<file path="config.mk">
export PLATFORM = sky130hd
export DESIGN_NAME = mask_centroid
export DESIGN_NICKNAME = d
export VERILOG_FILES = /design/src/rtl/mask_centroid.sv
export SDC_FILE = /design/constraint.sdc
export NUM_CORES = 1
export LEC_CHECK = 0
export CAP_MARGIN = 0
export CELL_PAD_IN_SITES_DETAIL_PLACEMENT = 1
export CELL_PAD_IN_SITES_GLOBAL_PLACEMENT = 1
export CORE_ASPECT_RATIO = 1.4
export CORE_UTILIZATION = 54
export CTS_BUF_LIST = sky130_fd_sc_hd__clkbuf_4
export DETAILED_ROUTE_END_ITERATION = 8
export GPL_ROUTABILITY_DRIVEN = 0
export MAX_ROUTING_LAYER = met4
export PLACE_DENSITY_LB_ADDON = 0.05
export SLEW_MARGIN = 20
export SYNTH_ARGS = -nofsm -noshare
export SYNTH_HDL_FRONTEND = slang
export SYNTH_SLANG_ARGS = --single-unit
</file>
<file path="constraint.sdc">
create_clock -name clk_in -period 25.3 [get_ports clk_in]
set_clock_uncertainty 0.2 [all_clocks]
set_input_delay 5.06 -clock clk_in [delete_from_list [all_inputs] [get_ports clk_in]]
set_output_delay 5.06 -clock clk_in [all_outputs]
set_load 0.05 [all_outputs]
</file>
<file path="src/rtl/mask_centroid.sv">
// rtl/mask_centroid.sv - centre of mass of a thresholded pixel mask, one pixel per clock
module mask_centroid #(
    parameter int H_ACTIVE = 1024,
    parameter int V_ACTIVE = 768,
    parameter int SUM_W    = 32,
    parameter int CNT_W    = 20
) (
    input  logic        clk_in,
    input  logic        rst_in,
    input  logic [10:0] x_in,
    input  logic [9:0]  y_in,
    input  logic        valid_in,
    input  logic        tabulate_in,
    output logic [10:0] x_out,
    output logic [9:0]  y_out,
    output logic        valid_out,
    output logic        busy_out
);

    localparam int STEP_W = $clog2(SUM_W + 1);
    localparam logic [STEP_W-1:0] STEP_LAST = STEP_W'(SUM_W);

    if (CNT_W < $clog2(H_ACTIVE * V_ACTIVE + 1)) begin : g_cnt_w_check
        $error("CNT_W cannot hold a full frame of pixels");
    end

    typedef enum logic {ACCUM, DIVIDE} state_t;

    state_t             state, state_next;
    logic [SUM_W-1:0]   x_sum, y_sum, x_tot, y_tot;
    logic [CNT_W-1:0]   count, cnt_tot;
    logic [SUM_W-1:0]   x_quo, y_quo, divisor;
    logic [SUM_W:0]     x_rem, y_rem;
    logic [STEP_W-1:0]  step;
    logic               start, done;

    // One restoring step: shift the next dividend bit into the remainder, subtract if it fits.
    function automatic logic [2*SUM_W:0] div_step(
        input logic [SUM_W:0]   rem,
        input logic [SUM_W-1:0] quo,
        input logic [SUM_W-1:0] d
    );
        logic [SUM_W:0] trial;
        trial = {rem[SUM_W-1:0], quo[SUM_W-1]};
        if (trial >= {1'b0, d})
            return {trial - {1'b0, d}, quo[SUM_W-2:0], 1'b1};
        else
            return {trial, quo[SUM_W-2:0], 1'b0};
    endfunction

    // Totals include the pixel presented in the current cycle.
    always_comb begin
        x_tot   = x_sum + (valid_in ? SUM_W'(x_in) : '0);
        y_tot   = y_sum + (valid_in ? SUM_W'(y_in) : '0);
        cnt_tot = count + CNT_W'(valid_in);
        start   = (state == ACCUM) && tabulate_in && (cnt_tot != '0);
        done    = (state == DIVIDE) && (step == STEP_LAST);
    end

    always_ff @(posedge clk_in or posedge rst_in) begin
        if (rst_in)
            state <= ACCUM;
        else
            state <= state_next;
    end

    always_comb begin
        state_next = state;
        busy_out   = 1'b0;
        case (state)
            ACCUM:  if (start) state_next = DIVIDE;
            DIVIDE: begin
                busy_out = 1'b1;
                if (done) state_next = ACCUM;
            end
            default: state_next = ACCUM;
        endcase
    end

    always_ff @(posedge clk_in or posedge rst_in) begin
        if (rst_in) begin
            x_sum     <= '0;
            y_sum     <= '0;
            count     <= '0;
            x_quo     <= '0;
            y_quo     <= '0;
            x_rem     <= '0;
            y_rem     <= '0;
            divisor   <= '0;
            step      <= '0;
            x_out     <= '0;
            y_out     <= '0;
            valid_out <= 1'b0;
        end else begin
            valid_out <= 1'b0;
            if (state == ACCUM) begin
                if (tabulate_in) begin
                    x_sum <= '0;
                    y_sum <= '0;
                    count <= '0;
                    if (start) begin
                        x_quo   <= x_tot;
                        y_quo   <= y_tot;
                        x_rem   <= '0;
                        y_rem   <= '0;
                        divisor <= SUM_W'(cnt_tot);
                        step    <= '0;
                    end
                end else if (valid_in) begin
                    x_sum <= x_tot;
                    y_sum <= y_tot;
                    count <= cnt_tot;
                end
            end else if (done) begin
                x_out     <= x_quo[10:0];
                y_out     <= y_quo[9:0];
                valid_out <= 1'b1;
            end else begin
                {x_rem, x_quo} <= div_step(x_rem, x_quo, divisor);
                {y_rem, y_quo} <= div_step(y_rem, y_quo, divisor);
                step           <= step + 1'b1;
            end
        end
    end

endmodule

</file>
Word level (Yosys, flattened, before mapping):

Cells that the tools add are included.

* logic and storage cells: 69
* bits of input ports: 25
* output and inout port bits: 23
* flip-flop bits (word level): 261

* multiplexer cells: 34
* eq/ne operators: 2
* reduce and logical (&&, ||, !) cells: 11
* magnitude comparators: 2
* bitwise gates (word level): 1
* $add $sub $neg: 6

Operator list (count)
* 32-bit 2-to-1 mux: 18
* 64-bit 2-to-1 mux: 2
* 33-bit by 20-bit >= comparator with 1-bit output: 2
* 32-bit by 20-bit subtractor with 32-bit output: 2
* 20-bit 2-to-1 mux: 2
* 32-bit by 10-bit adder with 32-bit output: 1
* 32-bit by 11-bit adder with 32-bit output: 1
* 6-bit 2-to-1 mux: 4
* 20-bit by 1-bit adder with 20-bit output: 1
* 20-bit nonzero test: 1
* 11-bit 2-to-1 mux: 1
* 10-bit 2-to-1 mux: 1
* 6-bit by 1-bit adder with 6-bit output (second input constant): 1
* 6-bit equality test (second input constant): 1
* 3-bit AND reduction: 2
* 2-bit nonzero test: 3
* 1-bit 2-to-1 mux: 5
* 2-bit AND reduction: 2
* 1-bit logical AND: 3
* 2-bit inequality test (second input constant): 1
* 1-bit case mux with 2 select lines: 1
* 1-bit inverter: 1

Logic depth before layout (Yosys ltp):

Gate-level depths: netlist of the first run.

* depth in word-level cells: 6
* mapped depth: 14
* mapped depth without buffers: 11

Worst setup path before layout of the first run:

OpenSTA, ideal clock, no wires.

* kind: input port to flip-flop
* start point: input valid_in
* end point: register x_quo[30]
* buffers on the path: 2
* library setup time: 125 ps
* arrival: 7518 ps
* cell stages on the path: 12
* data required time: 24975 ps
* slack: 17457 ps
* cells stage by stage: clkbuf_1 -> and2_1 -> ha_1 -> fa_1 -> a211oi_1 -> o211ai_1 -> a311o_1 -> clkbuf_1 -> and4_1 -> xnor2_1 -> o21ai_0 -> mux2_4

* longest elaborated chain between the ends: 5
* elaborated cells between the ends (all ways): 10
* those cells by class: 2 x add/sub; 4 x mux; 4 x reduce/logical

RTL lines
* from (decl): line 12 `input logic valid_in,`
* 20-bit by 1-bit adder with 20-bit output / 11-bit 2-to-1 mux (equally long branches): line 55, 53
* 20-bit nonzero test / 32-bit by 11-bit adder with 32-bit output (equally long branches): line 56, 53
* 1-bit logical AND / 32-bit 2-to-1 mux (equally long branches): line 56, 101
* 2-bit nonzero test (no source line) / 32-bit 2-to-1 mux (equally long branches)
* 3-bit AND reduction (no source line) / 32-bit 2-to-1 mux (equally long branches)
* to (signal assigned): line 102 `x_quo <= x_tot;`
* to (signal assigned): line 119 `{x_rem, x_quo} <= div_step(x_rem, x_quo, divisor);`
* to (decl): line 32 `logic [SUM_W-1:0] x_quo, y_quo, divisor;`

Several ways; a longest one is shown, not always the timed one. The select of a mux whose other input is x is not followed.
A chain may end at the register's enable or synchronous reset.

Worst setup path in the final report of the first run:

* start point: input valid_in
* end point: register x_rem[26]

* longest elaborated chain between the ends: 5

RTL lines
* 20-bit by 1-bit adder with 20-bit output: line 55 `cnt_tot = count + CNT_W'(valid_in);`
* 20-bit nonzero test: line 56 `start = (state == ACCUM) && tabulate_in && (cnt_tot != '0);`
* 1-bit logical AND: line 56
* 2-bit nonzero test (no source line)
* 3-bit AND reduction (no source line)
* to (signal assigned): line 119
* to (decl): line 33 `logic [SUM_W:0] x_rem, y_rem;`

No other way between the ends.

==> results.tsv, run 1 <==
stage	metric	value	unit
logic_synthesis	EDFF count, synth	0	
power	PwrDens	125	mW/mm^2
floorplanning	die width	149	um
clocking	clk_lat worst skew	0.74	ns
sta	Final Max Tran Viols	0	
detailed_routing	drt via density	6.15	
detailed_routing	Final ANT Viol Nets	0	
power	Static Leak	7.93	nW
worst_setup_path	Crit Path Max Fanout	91	
detailed_routing	via count	14100	
floorplanning	Ports	48	
sta	Achievable Freq	105	MHz
finish	# fillers	3435	
finish	nets@finish	1953	
global_routing	Remaining Overflow, GRT	0	
finish	most common cell after layout, fill and taps aside	dfrtp_1	
clocking	CTS tree	yes	
logic_synthesis	Main synth FF type	dfrtp_1	
logic_synthesis	Post-synth ARST share	1.00	
clocking	post-cts sizing count	0	
clocking	root buf cell	clkbuf_4	
clocking	Reg clk slew, reported paths	0.07	ns
detailed_routing	Routed WL	46.4	mm
status	status	finished, final reports clean	
clocking	Post-CTS Setup Bufs	0	
detailed_routing	# DRC	0	
sta	min Tclk post-route	9.55	ns
global_routing	vias in the first global route	15400	
logic_synthesis	Cells after Synth	1829	
floorplanning	row count	74	
global_routing	first-pass GRT wire length	76.9	mm
floorplanning	Core ar.	0.0294	sq mm
hold_path	Hold/Removal Path Class	reg2reg	
logic_synthesis	Netlist cell types	81	
finish	Synth-to-Final Area Change	9.63	%
sta	Final Cycle Share	0.377	
detailed_routing	Iter 0 DRT Violations	604	
sta	Slew headroom	0.322	
worst_setup_path	cell family with most CP delay	buffers and inverters	
global_routing	initial antenna violation count	1	
floorplanning	Starting Density	0.553	
sta	# setup viols final	0	
detailed_routing	First-pass DRT Iterations	4	
run	max cap viols	0	
clocking	Clock Tree Buf Depth	3	
power	Tot Pwr	2.22	mW
sta	count of final hold-check violations	0	
floorplanning	DIE AREA	0.0308	sq mm
power	VDD IR max	0.0581	mV
worst_setup_path	peak per-stage delay on the critical path	0.89	ns
logic_synthesis	FF+latch count, synth	261	
clocking	clk sinks	261	
logic_synthesis	fraction of synthesized cell area taken by the top area cell type	0.401	
worst_setup_path	endpoint type of the worst setup path	flip-flop	
worst_setup_path	CP required	25.70	ns
worst_setup_path	arrival time worst endpoint	9.95	ns
worst_setup_path	CP startpoint kind	primary input	
sta	RSZ-0062 raised after global routing	no	
logic_synthesis	sequential area share after synthesis	0.401	
global_routing	total track usage	0.319	
placement	placed insts	2164	
placement	dpl hpwl	31.3	mm
logic_synthesis	mapped cell area	0.0163	sq mm
logic_synthesis	syn nets	1923	
clocking	H-Tree Depth	3	
global_routing	largest net degree at the start of global routing	99	
worst_setup_path	worst setup path class	in2reg	
logic_synthesis	main area contributors after synthesis	dfrtp_1 40%, o21ai_0 6.9%, nand2_1 5.3%, ha_1 5.0%, xnor2_1 4.1%	
logic_synthesis	Warnings, synthesis	0	
worst_setup_path	worst-path cell chain	clkdlybuf4s50_1 > buf_4 > ha_1 > ha_1 > and4_1 > nand4_4 > nor3_4 > nand3_1 > a221oi_2 > a31o_4 > buf_4 > nand2_1 > o21ai_0	
sta	Least-Margin Pin Slew	1.02	ns
detailed_routing	WL/cell	20.3	um
clocking	Num CTS Buffers	72	
placement	Port Buf Inserts	47	
logic_synthesis	Yosys top cell by area	dfrtp_1	
finish	most frequent cells in the layout	260 x dfrtp_1, 227 x nand2_1, 224 x o21ai_0, 125 x nor2_1, 116 x clkbuf_4	
finish	layout cell share with drive strength beyond 1	0.104	
finish	Final Non-Filler Cells	2288	
clocking	hold buffers post-CTS	0	
worst_setup_path	Buf/Inv on CP	3	
floorplanning	die height	207	um
worst_setup_path	Crit-path slowest cell	buf_4	
logic_synthesis	Synth Area per Inst	8.90	sq um
sta	final setup TNS	0	ns
[layer usage]
metal	up-vias	GRT usage	routed length, um
li1	6632	-	-
met3	104	0.0479	1290
met1	7097	0.350	18800
met5	-	-	0
met4	0	0.149	1780
met2	242	0.559	24400
[cell type report]
class | instances | area [sq um] | area share
multi-input combinational | 1418 | 9120 | 0.511
sequential | 261 | 6530 | 0.366
clock buffer | 116 | 871 | 0.0488
timing repair buffer | 67 | 641 | 0.0359
tap | 380 | 475 | 0.0267
inverter | 39 | 154 | 0.00863
clock inverter | 5 | 45.0 | 0.00252
antenna | 2 | 5.00 | 0.000281
[where the power goes]
group | internal, mW | leakage (nW) | switching [mW]
registers | 0.539 | 3.46 | 0.104
logic | 0.451 | 3.91 | 0.728
clock network | 0.215 | 0.554 | 0.185
[state kept, by name, summed over array words and instances (netlist names)]
name	cells
x_out	11
state	1
y_quo	32
step	6
x_sum	32
y_out	10
divisor	20
count	20
valid_out	1
x_quo	32
y_sum	32
y_rem	32
x_rem	32
[worst reg2reg max path: cells and delay by family (launching register included)]
kind / cells / cell delay (ns)
DFF: 1 / 0.35
buffers and inverters: 1 / 0.95
adders and majority gates: 2 / 0.58
AOI/OAI and AO/OA: 3 / 1.31
and+or+nand+nor: 5 / 1.22
[final timing paths]
| path | startpoint | slack [ns] | cells after the start | endpoint |
|---|---|---|---|---|
| min in group asynchronous | rst_in | 4.66 | 2 | y_sum[23] |
| worst max-delay path | valid_in | 15.75 | 13 | x_rem[26] |
| worst min-delay path | y_quo[16] | 0.28 | 2 | y_quo[16] |
| max in group asynchronous | rst_in | 18.39 | 4 | y_sum[2] |
| worst min register to register | y_quo[16] | 0.28 | 2 | y_quo[16] |
| worst max register to register | count[0] | 20.58 | 11 | x_rem[26] |
[synthesized netlist by cell type, types with 22 or more instances]
| cell | number |
|---|---|
| mux2i_1 | 46 |
| nand4_1 | 23 |
| o21ai_0 | 225 |
| nand2_1 | 228 |
| a22o_1 | 25 |
| ha_1 | 65 |
| and2_1 | 34 |
| nor2_1 | 126 |
| xnor2_1 | 77 |
| nor3_1 | 23 |
| mux2_2 | 22 |
| clkbuf_1 | 68 |
| a21o_1 | 40 |
| a21oi_1 | 103 |
| nand3_1 | 39 |
| o31ai_1 | 35 |
| xor2_1 | 51 |
| and3_1 | 31 |
| inv_1 | 38 |
| dfrtp_1 | 261 |
[cell families (layout without fill, tap and decap cells)]
group | after synthesis | in the layout | share of synthesized area
xor gates and xnor gates | 128 | 128 | 0.0689
and+or+nand+nor | 592 | 592 | 0.176
adders and majority gates | 69 | 69 | 0.0549
buffers and inverters | 150 | 227 | 0.0408
AOI/OAI and AO/OA | 558 | 558 | 0.212
other | 0 | 2 | 0
muxes | 71 | 71 | 0.0461
DFF | 261 | 261 | 0.401
[through the flow]
step                      hold slack, ns  worst slack (ns)  utilization  cell area [sq um]
final                              0.284             15.75        0.606              17800
after global routing               0.302             15.42        0.606              17800
after CTS                          0.288             15.79        0.605              17800
after detailed placement           0.270             15.04        0.574              16900
after global placement             0.259             15.25        0.574              16900
after floorplan                    0.244             12.86            -              16300
Power figures use the tool's default switching activity.
==> run 2: changes to the inputs <==
--- a/config.mk
+++ b/config.mk
@@ -9,7 +9,7 @@
 export CELL_PAD_IN_SITES_DETAIL_PLACEMENT = 1
 export CELL_PAD_IN_SITES_GLOBAL_PLACEMENT = 1
 export CORE_ASPECT_RATIO = 1.4
-export CORE_UTILIZATION = 54
+export CORE_UTILIZATION = 50
 export CTS_BUF_LIST = sky130_fd_sc_hd__clkbuf_4
 export DETAILED_ROUTE_END_ITERATION = 8
 export GPL_ROUTABILITY_DRIVEN = 0
==> constraint.sdc (replaced) <==
create_clock -name clk_in -period 9.8 [get_ports clk_in]
set_clock_uncertainty 0.2 [all_clocks]
set_input_delay 1.96 -clock clk_in [delete_from_list [all_inputs] [get_ports clk_in]]
set_output_delay 1.96 -clock clk_in [all_outputs]
set_load 0.05 [all_outputs]
==> run 2 against run 1 <==
Count of clock-buffer cells in the layout down 10. Flip-flop and latch count unchanged. Combinational power rose to 2.6 times the previous value. Critical path depth unchanged. Power rose to 2.6 times the previous value. Die area up 7.9%. Clock power up 150%. Register-to-register slack worse by 15 ns. First-iteration DRC count up 0.17%. Sequential power rose to 2.6 times the previous value. Largest power group unchanged.
==> results.tsv, run 2 (same netlist as run 1, synthesis figures left out) <==
stage	metric	value	unit
status	status	finished, final reports clean	
placement	pre-CTS setup slack	3.03	ns
power	Static Leak	7.89	nW
detailed_routing	# DRC	0	
sta	Final Cycle Share	0.617	
finish	most common cell after layout, fill and taps aside	dfrtp_1	
sta	min Tclk post-route	6.05	ns
sta	final setup TNS	0	ns
clocking	Reg clk slew, reported paths	0.07	ns
floorplanning	row count	77	
global_routing	Remaining Overflow, GRT	0	
detailed_routing	Routed WL	45.4	mm
sta	count of final hold-check violations	0	
finish	nets@finish	1951	
power	PwrDens	318	mW/mm^2
floorplanning	die height	215	um
detailed_routing	Final ANT Viol Nets	0	
placement	Port Buf Inserts	47	
floorplanning	Core ar.	0.0318	sq mm
global_routing	largest net degree at the start of global routing	144	
hold_path	Hold/Removal Path Class	reg2reg	
finish	Post-Layout Inst Area	0.0178	sq mm
clocking	Clock Tree Buf Depth	3	
sta	Achievable Freq	165	MHz
worst_setup_path	arrival time worst endpoint	6.48	ns
global_routing	GR Layer Usage met1	0.319	
worst_setup_path	worst-case reg-to-reg path depth	11	
clocking	hold buffers post-CTS	0	
global_routing	first-pass GRT wire length	76.7	mm
clocking	root buf cell	clkbuf_4	
detailed_routing	Iter 0 DRT Violations	605	
clocking	post-cts sizing count	0	
floorplanning	die width	154	um
placement	dpl hpwl	30.6	mm
sta	Final Max Tran Viols	0	
detailed_routing	First-pass DRT Iterations	4	
global_routing	total track usage	0.292	
sta	Least-Margin Pin Slew	0.994	ns
clocking	CTS tree	yes	
hold_path	hold path depth	2	
finish	layout cell share with drive strength beyond 1	0.0987	
worst_setup_path	worst setup path class	in2reg	
detailed_routing	drt via density	6.03	
global_routing	met2 Track Usage GR	0.519	
clocking	clk sinks	261	
sta	# setup viols final	0	
worst_setup_path	CP startpoint kind	primary input	
clocking	clk_lat worst skew	0.77	ns
clocking	Post-CTS Setup Bufs	0	
sta	RSZ-0062 raised after global routing	no	
power	VDD IR max	0.168	mV
worst_setup_path	endpoint type of the worst setup path	flip-flop	
detailed_routing	via count	13900	
global_routing	GR peak layer	met2	
clocking	H-Tree Depth	3	
placement	Post-DP Area	0.0169	sq mm
global_routing	initial antenna violation count	2	
floorplanning	Starting Density	0.512	
global_routing	GR Layer Usage met3	0.0408	
clocking	Num CTS Buffers	73	
sta	Slew headroom	0.338	
detailed_routing	WL/cell	19.7	um
floorplanning	Ports	48	
floorplanning	DIE AREA	0.0333	sq mm
finish	most frequent cells in the layout	260 x dfrtp_1, 227 x nand2_1, 224 x o21ai_0, 125 x nor2_1, 106 x clkbuf_4	
sta	Final WS setup	3.75	ns
worst_setup_path	CP required	10.23	ns
worst_setup_path	Crit Path Max Fanout	93	
global_routing	vias in the first global route	15300	
run	max cap viols	0	
finish	Synth-to-Final Area Change	9.50	%
-- run 2: cell type report --
class | instances | area [sq um]
fill | 3750 | 14000
multi-input combinational | 1418 | 9130
sequential | 261 | 6530
clock buffer | 106 | 796
timing repair buffer | 64 | 618
tap | 395 | 494
inverter | 39 | 154
clock inverter | 16 | 86.3
antenna | 4 | 10.0
-- run 2: final timing paths --
check	from	end	slack, ns
max in group asynchronous	rst_in	x_rem[20]	6.48
min	x_quo[16]	x_quo[16]	0.28
max	valid_in	x_quo[13]	3.75
min reg2reg	x_quo[16]	x_quo[16]	0.28
min in group asynchronous	rst_in	y_quo[23]	1.60
max reg2reg	count[0]	x_quo[13]	5.42
-- run 2: per-stage QoR --
step / utilization / instances / power, mW / hold slack, ns
2_1_floorplan: - / 1829 / 3.92 / 0.244
3_3_place_gp: 0.532 / 2176 / 4.56 / 0.258
3_5_place_dp: 0.532 / 2176 / 4.68 / 0.273
4_1_cts: 0.560 / 2298 / 5.72 / 0.286
5_1_grt: 0.560 / 2303 / 6.13 / 0.304
6_report: 0.560 / 2303 / 5.67 / 0.282
-- run 2: worst max-delay path, cell delays in order --
cell and delay (ns):
clkdlybuf4s50_1 0.45, buf_4 0.28, ha_1 0.33, ha_1 0.35
and4_1 0.40, nand4_4 0.16, nor3_4 0.32, nand3_1 0.14
a221oi_2 0.51, a31o_4 0.38, buf_4 0.75, a211oi_1 0.13
a21o_1 0.20
-- run 2: routing by layer --
layer	part of all wire	routed length [um]	vias up
met4	0.041	1840	0
met3	0.025	1150	99
li1	-	-	6625
met2	0.51	23300	200
met5	0	0	-
met1	0.42	19100	6973
-- run 2: report_power, final --
| part | leakage [nW] | internal, mW | switching (mW) |
|---|---|---|---|
| Clock | 0.531 | 0.518 | 0.478 |
| Combinational | 3.90 | 1.16 | 1.86 |
| Sequential | 3.46 | 1.39 | 0.262 |
| Total | 7.89 | 3.07 | 2.60 |
==> run 3: changes to the inputs <==
==> constraint.sdc (replaced) <==
create_clock -name clk_in -period 5.9 [get_ports clk_in]
set_clock_uncertainty 0.2 [all_clocks]
set_input_delay 1.18 -clock clk_in [delete_from_list [all_inputs] [get_ports clk_in]]
set_output_delay 1.18 -clock clk_in [all_outputs]
set_load 0.05 [all_outputs]
==> run 3 against run 2 <==
Largest power group unchanged. Highest routed layer unchanged. Non-clock buffer count grew 4. Largest cell class unchanged. Final cell count rose by 0.26%. Clock power rose by 64%.
==> results.tsv, run 3 (same netlist as run 1, synthesis figures left out) <==
stage	metric	value	unit
status	status	finished, final reports clean	
clocking	post-cts sizing count	0	
worst_setup_path	arrival time worst endpoint	5.17	ns
sta	Final Cycle Share	0.802	
sta	min Tclk post-route	4.73	ns
floorplanning	die width	154	um
finish	most frequent cells in the layout	260 x dfrtp_1, 227 x nand2_1, 224 x o21ai_0, 125 x nor2_1, 105 x clkbuf_4	
hold_path	Hold Path End	y_quo[22]	
sta	Slew headroom	0.329	
clocking	clk_lat worst skew	0.77	ns
power	PwrDens	528	mW/mm^2
worst_setup_path	worst-case reg-to-reg path depth	10	
worst_setup_path	Crit Path Max Fanout	20	
detailed_routing	Top Metal Used	met4	
floorplanning	Starting Density	0.512	
global_routing	largest net degree at the start of global routing	149	
hold_path	hold path depth	2	
worst_setup_path	endpoint type of the worst setup path	flip-flop	
global_routing	initial antenna violation count	2	
hold_path	Hold/Removal Path Class	reg2reg	
worst_setup_path	R2R setup slack	1.93	ns
global_routing	Remaining Overflow, GRT	0	
power	Gate power share	0.531	
power	Sw Pwr	4.34	mW
sta	# setup viols final	0	
run	max cap viols	0	
placement	dpl hpwl	31.0	mm
global_routing	first-pass GRT wire length	76.8	mm
sta	RSZ-0062 raised after global routing	no	
hold_path	Min-Delay Startpoint	y_quo[22]	
detailed_routing	via count	13900	
worst_setup_path	worst setup path class	in2reg	
power	Sequential Power Share	0.295	
clocking	clk sinks	261	
global_routing	vias in the first global route	15300	
finish	nets@finish	1955	
floorplanning	die height	215	um
floorplanning	row count	77	
clocking	Clock Tree Buf Depth	3	
sta	count of final hold-check violations	0	
floorplanning	Ports	48	
detailed_routing	drt via density	6.02	
worst_setup_path	Reg-to-Reg End	x_quo[18]	
sta	hold slack final	0.278	ns
clocking	Num CTS Buffers	73	
clocking	H-Tree Depth	3	
floorplanning	DIE AREA	0.0333	sq mm
sta	final setup TNS	0	ns
detailed_routing	WL met3	1.23	mm
global_routing	total track usage	0.295	
clocking	CTS tree	yes	
power	switch share	0.460	
detailed_routing	met1 WL	19.0	mm
worst_setup_path	FF-to-FF Start	count[0]	
worst_setup_path	CP startpoint kind	primary input	
detailed_routing	Final ANT Viol Nets	0	
detailed_routing	WL/cell	19.7	um
clocking	hold buffers post-CTS	0	
detailed_routing	met2 WL	23.5	mm
finish	layout cell share with drive strength beyond 1	0.101	
finish	most common cell after layout, fill and taps aside	dfrtp_1	
sta	Final Max Tran Viols	0	
detailed_routing	First-pass DRT Iterations	4	
floorplanning	Core ar.	0.0318	sq mm
finish	Synth-to-Final Area Change	9.71	%
power	Static Leak	7.91	nW
power	VDD IR max	0.235	mV
placement	Port Buf Inserts	47	
detailed_routing	Iter 0 DRT Violations	618	
clocking	root buf cell	clkbuf_4	
clocking	Reg clk slew, reported paths	0.06	ns
placement	pre-CTS setup slack	0.359	ns
detailed_routing	Routed WL	45.4	mm
power	internal power	5.09	mW
power	clock network power share	0.173	
clocking	Post-CTS Setup Bufs	0	
sta	Final WS setup	1.17	ns
detailed_routing	# DRC	0	
sta	Least-Margin Pin Slew	1.01	ns
sta	Achievable Freq	211	MHz
worst_setup_path	CP required	6.34	ns
## run 3: power by group through the flow
stage | clock (mW) | sequential, mW | combinational, mW
finish | 1.63 | 2.78 | 5.01
global route | 1.78 | 2.86 | 5.58
CTS | 1.69 | 2.78 | 5.02
detailed placement | 0 | 2.81 | 5.00
floorplan | 0 | 2.78 | 3.74
global placement | 0 | 2.78 | 4.82
## run 3: worst max-delay path, cell delays in order
cell             delay (ns)
clkdlybuf4s50_1        0.60
ha_1                   0.32
ha_1                   0.33
and4_1                 0.39
nand4_4                0.17
nor2_1                 0.17
xor2_1                 0.13
nor4_1                 0.68
a31o_4                 0.51
inv_2                  0.30
mux2_1                 0.39
## run 3: worst max-delay path by stage
stage                         from   endpoint  slack [ns]  cells after the start
after CTS                 valid_in  x_quo[18]        1.20                     11
after detailed placement  valid_in  x_quo[18]        0.36                     11
after global placement    valid_in  x_quo[18]        0.52                     11
final                     valid_in  x_quo[18]        1.17                     11
after floorplan             rst_in   count[0]        1.08                      1
after global routing      valid_in  x_quo[18]        0.98                     11
## run 3: routing by layer
layer | vias up | GRT usage
met3 | 111 | 0.0424
li1 | 6652 | -
met2 | 210 | 0.519
met1 | 6918 | 0.325
met4 | 0 | 0.142
met5 | - | -
## run 3: per-stage QoR
step | utilization | instances | area [sq um] | power [mW]
2_1_floorplan | - | 1829 | 16300 | 6.52
3_3_place_gp | 0.534 | 2181 | 17000 | 7.60
3_5_place_dp | 0.534 | 2181 | 17000 | 7.81
4_1_cts | 0.561 | 2307 | 17800 | 9.50
5_1_grt | 0.562 | 2309 | 17900 | 10.2
6_report | 0.562 | 2309 | 17900 | 9.43
## run 3: area by class of cell
class	instances	area (sq um)
clock inverter	21	81.3
sequential	261	6530
multi-input combinational	1418	9120
inverter	39	150
fill	3783	13900
timing repair buffer	68	678
antenna	2	5.00
clock buffer	105	788
tap	395	494
